===== src/rtl/minterm_scanner.sv =====
// Sequential truth-table reader: steps sel_out through every input combination of a
// small combinational function, samples f_in after a settle delay, and reports the minterm mask and count.
module minterm_scanner #(
  parameter int N_INPUTS = 3,
  parameter int SETTLE   = 1
) (
  input  logic                      clk,
  input  logic                      rst_n,
  input  logic                      start,
  input  logic                      f_in,
  output logic [N_INPUTS-1:0]       sel_out,
  output logic                      busy,
  output logic                      done,
  output logic [2**N_INPUTS-1:0]    minterm_mask,
  output logic [N_INPUTS:0]         minterm_count
);

  localparam int N_COMB = 2**N_INPUTS;

  localparam logic [1:0] ST_IDLE   = 2'd0;
  localparam logic [1:0] ST_DRIVE  = 2'd1;
  localparam logic [1:0] ST_SAMPLE = 2'd2;
  localparam logic [1:0] ST_DONE   = 2'd3;

  localparam logic [3:0]          SETTLE_VAL = 4'(SETTLE);
  localparam logic [N_INPUTS-1:0] SEL_LAST   = N_INPUTS'(N_COMB - 1);
  // With no settle time the DRIVE state is skipped entirely.
  localparam logic [1:0]          ST_ENTRY   = (SETTLE == 0) ? ST_SAMPLE : ST_DRIVE;

  logic [1:0]          state_reg, state_next;
  logic [3:0]          settle_reg, settle_next;
  logic [N_INPUTS-1:0] sel_reg, sel_next;
  logic [N_COMB-1:0]   mask_reg, mask_next;
  logic [N_INPUTS:0]   count_reg, count_next;

  logic accept;
  logic sampling;

  assign accept   = (state_reg == ST_IDLE) && start;
  assign sampling = (state_reg == ST_SAMPLE);

  always_comb begin
    state_next  = state_reg;
    settle_next = settle_reg;
    sel_next    = sel_reg;
    count_next  = count_reg;
    case (state_reg)
      ST_IDLE: begin
        if (start) begin
          state_next  = ST_ENTRY;
          settle_next = SETTLE_VAL;
          sel_next    = '0;
          count_next  = '0;
        end
      end
      ST_DRIVE: begin
        settle_next = settle_reg - 4'd1;
        if (settle_reg <= 4'd1) begin
          state_next = ST_SAMPLE;
        end
      end
      ST_SAMPLE: begin
        if (f_in) begin
          count_next = count_reg + 1'b1;
        end
        if (sel_reg == SEL_LAST) begin
          state_next = ST_DONE;
        end else begin
          sel_next    = sel_reg + 1'b1;
          settle_next = SETTLE_VAL;
          state_next  = ST_ENTRY;
        end
      end
      default: begin
        state_next = ST_IDLE;
      end
    endcase
  end

  // Each mask bit is cleared on acceptance and captures f_in only while its own index is driven.
  generate
    for (genvar gi = 0; gi < N_COMB; gi++) begin : g_mask
      assign mask_next[gi] = accept ? 1'b0 :
                             (sampling && (sel_reg == N_INPUTS'(gi))) ? f_in :
                             mask_reg[gi];
    end
  endgenerate

  always_ff @(posedge clk or negedge rst_n) begin
    if (!rst_n) begin
      state_reg  <= ST_IDLE;
      settle_reg <= '0;
      sel_reg    <= '0;
      mask_reg   <= '0;
      count_reg  <= '0;
    end else begin
      state_reg  <= state_next;
      settle_reg <= settle_next;
      sel_reg    <= sel_next;
      mask_reg   <= mask_next;
      count_reg  <= count_next;
    end
  end

  assign sel_out       = sel_reg;
  assign busy          = (state_reg == ST_DRIVE) || (state_reg == ST_SAMPLE);
  assign done          = (state_reg == ST_DONE);
  assign minterm_mask  = mask_reg;
  assign minterm_count = count_reg;

endmodule


===== config.mk =====
export PLATFORM = sky130hd
export DESIGN_NAME = minterm_scanner
export DESIGN_NICKNAME = d
export VERILOG_FILES = /design/src/rtl/minterm_scanner.sv
export SDC_FILE = /design/constraint.sdc
export NUM_CORES = 1
export LEC_CHECK = 0
export ABC_AREA = 1
export CELL_PAD_IN_SITES_DETAIL_PLACEMENT = 0
export CELL_PAD_IN_SITES_GLOBAL_PLACEMENT = 1
export CORE_AREA = 4 4 62 64
export CTS_CLUSTER_DIAMETER = 60
export DETAILED_ROUTE_END_ITERATION = 16
export DIE_AREA = 0 0 66 68
export PLACE_DENSITY = 0.77
export SYNTH_ARGS = -nofsm -noshare
export SYNTH_HDL_FRONTEND = slang
export SYNTH_SLANG_ARGS = --single-unit

===== constraint.sdc =====
create_clock -name clk -period 1.5 [get_ports clk]
set_input_delay 0.45 -clock clk [delete_from_list [all_inputs] [get_ports clk]]
set_output_delay 0.45 -clock clk [all_outputs]
set_load 0.03 [all_outputs]

==> results.sh <==
export IMPL_outcome="finished with violations"
export IMPL_violations="negative setup slack"
export IMPL_arrival_ns=1.16
export IMPL_clockBufferDepth=2
export IMPL_largest_reg_flops=8
export IMPL_clk_latency_ns=0.29
export IMPL_cp_max_fo=2
export IMPL_setup_viol=2
export IMPL_required_ns=1.05
export IMPL_clkTransAtPathRegs_ns=0.11
export IMPL_vias_per_cell=4.640
export IMPL_cts_buffers=3
export IMPL_gr_total_overflow=0
export IMPL_grt_pass1_vias=1029
export IMPL_syn_area_um2=1206
export IMPL_routed_via_count=1095
export IMPL_fp_dieW_um=66
export IMPL_rsz0062_at_grt="true"
export IMPL_chipHeight_um=68
export IMPL_fin_ws_ns=-0.1117
export IMPL_place_worst_setup_slack_ns=-0.1187
export IMPL_ctsHtreeMaxLevel=1
export IMPL_p_per_area_nw_per_um2=1720
export IMPL_yosysUniqueCellTypes=18
export IMPL_synth_net_count=167
export IMPL_dr_pass1_iters=4
export IMPL_drtIter0Drc=49
export IMPL_hold_class="in -> async"
export IMPL_drc=0
export IMPL_postPlaceCellArea_um2=1521
export IMPL_synth_largest_area_cell="dfrtp_1"
export IMPL_fillers=330
export IMPL_cts_tree="yes"
export IMPL_ir_worst_vdd_mv=0.8151
export IMPL_hpwlAfterDp_um=1952
export IMPL_antenna_diode_count=0
export IMPL_ant_nets=0
export IMPL_end_kind="output pin"
export IMPL_ys_ff_latch=21
export IMPL_grt_pass1_wl_um=4505
export IMPL_yosys_warnings=0
export IMPL_port_buffers=20
export IMPL_wl_per_cell_um=11.48
export IMPL_wl_um=2710
export IMPL_clock_skew_final_ns=0.002939
export IMPL_tightest_slew_ns=0.2746
export IMPL_gp_congestion=0.7616
export IMPL_p_leak_nw=0.8410
export IMPL_io_pins=21
export IMPL_grt_max_degree=22
export IMPL_synth_ff_type="dfrtp_1"
export IMPL_start_kind="flop"
export IMPL_design_die_area_um2=4488
export IMPL_synth_top_area_share_pct=43.57
export IMPL_antenna_found_initial=0
export IMPL_layout_nets=209
export IMPL_start_util_pct=36.72
export IMPL_min_period_over_period_pct=107.4
export IMPL_cts_root_buf="clkbuf_4"
export IMPL_rows=21
export IMPL_slew_viol_final=0
export IMPL_synth_cells=149
export IMPL_whs_ns=0.4852
export IMPL_drive_above_1_share_pct=30.00
export IMPL_hold_viol=0
export IMPL_yosysMostFrequentCell="nand2_1"
export IMPL_grt_usage_pct=12.89
export IMPL_fin_tns_setup_ns=-0.2023
export IMPL_netlist_top_cells_area="dfrtp_1 (44%), ha_1 (15%), nand2_1 (11%)"
export IMPL_cts_sinks=21
export IMPL_syn_avg_cell_area_um2=8.095
export IMPL_layout_min_cycle_time_ns=1.612
export IMPL_fmax_mhz=620.5
export IMPL_seq_area_frac_synth_pct=43.57
export IMPL_max_cap_violations=0
export IMPL_synth_common_cells="nand2_1 (35), dfrtp_1 (21), inv_1 (18), ha_1 (14), nand3_1 (14)"
export IMPL_relSlewSlack_pct=81.69
export IMPL_final_cell_area_um2=1664
export IMPL_synth_edff_count=0
export IMPL_area_growth_pct=37.97
export IMPL_async_reset_ff_share_pct=100.0
export IMPL_core_um2=3284
export IMPL_worst_setup_path_type="reg -> out"
==> cells by family (layout without fill, tap and decap cells) <==
group           after synthesis  after routing  share of synthesized area [%]
simple gates                 69             69                          24.79
compound gates               24             24                          10.06
flops                        21             21                          43.57
buf+inv                      20             61                          6.327
fa+ha+maj                    14             14                          14.52
xor+xnor                      1              1                         0.7263
==> worst paths after layout <==
kind                                   from          endpoint  slack [ns]  depth (start not counted)
setup / recovery               state_reg[0]              busy       -0.11                          3
hold / removal                        rst_n  minterm_count[1]        0.49                          2
setup reg to reg               state_reg[0]     settle_reg[2]        0.11                          9
hold reg to reg            minterm_count[0]  minterm_count[0]        0.53                          1
max in group asynchronous             rst_n        sel_out[0]        0.78                          2
min in group clk           minterm_count[0]  minterm_count[0]        0.53                          1
==> where the power goes <==
part / total, mW / switching, mW / internal (mW) / leakage [nW]
Sequential: 0.840 / 0.127 / 0.713 / 0.278
Clock: 0.266 / 0.163 / 0.103 / 0.0150
Combinational: 1.76 / 1.02 / 0.740 / 0.548
Total: 2.86 / 1.30 / 1.56 / 0.841
==> critical path, cell delays in order, from the launching register on <==
cell,delay [ns]
dfrtp_1,0.41
inv_2,0.07
ha_4,0.27
buf_6,0.12
==> final cells by class <==
| cell class | count | area [µm²] | share of cell area, % |
|---|---|---|---|
| inverter | 19 | 71.32 | 4.286 |
| multi-input combinational | 108 | 664.4 | 39.92 |
| tap | 46 | 57.56 | 3.459 |
| timing repair buffer | 38 | 315.3 | 18.95 |
| sequential | 21 | 529.3 | 31.80 |
| clock buffer | 4 | 26.28 | 1.579 |
==> cells in the final DEF, fill, tap and decap left out, drive strengths merged <==
master          n
o22ai           1
dfrtp          21
ha             14
nand3          14
nor2           16
inv            19
clkbuf          9
or2             1
a21oi           9
nand4           2
clkdlybuf4s50   3
nand2          36
clkdlybuf4s15   2
buf            28
xor2            1
o21ai          14
==> routing by layer <==
metal	vias to the layer above	routed length, µm	global-route usage [%]
met1	504	1212	15.18
met4	0	25	4.822
li1	566	-	-
met2	23	1364	23.28
met3	2	107	2.463
met5	-	0	0
==> through the flow <==
step	total power [mW]	std cells	utilization, %
after floorplan	1.814	149	-
after global placement	2.267	225	46.32
after global routing	3.141	236	50.67
after CTS	2.774	234	49.68
final	2.862	236	50.67
after detailed placement	2.308	225	46.32
==> repair_timing <==
action                     CTS  global route
gates resized for setup     29            20
pin swaps                    1             3
hold buffers                 0             0
setup buffers                5             2
setup endpoints to repair   10            25
Power figures use the tool's default switching activity.
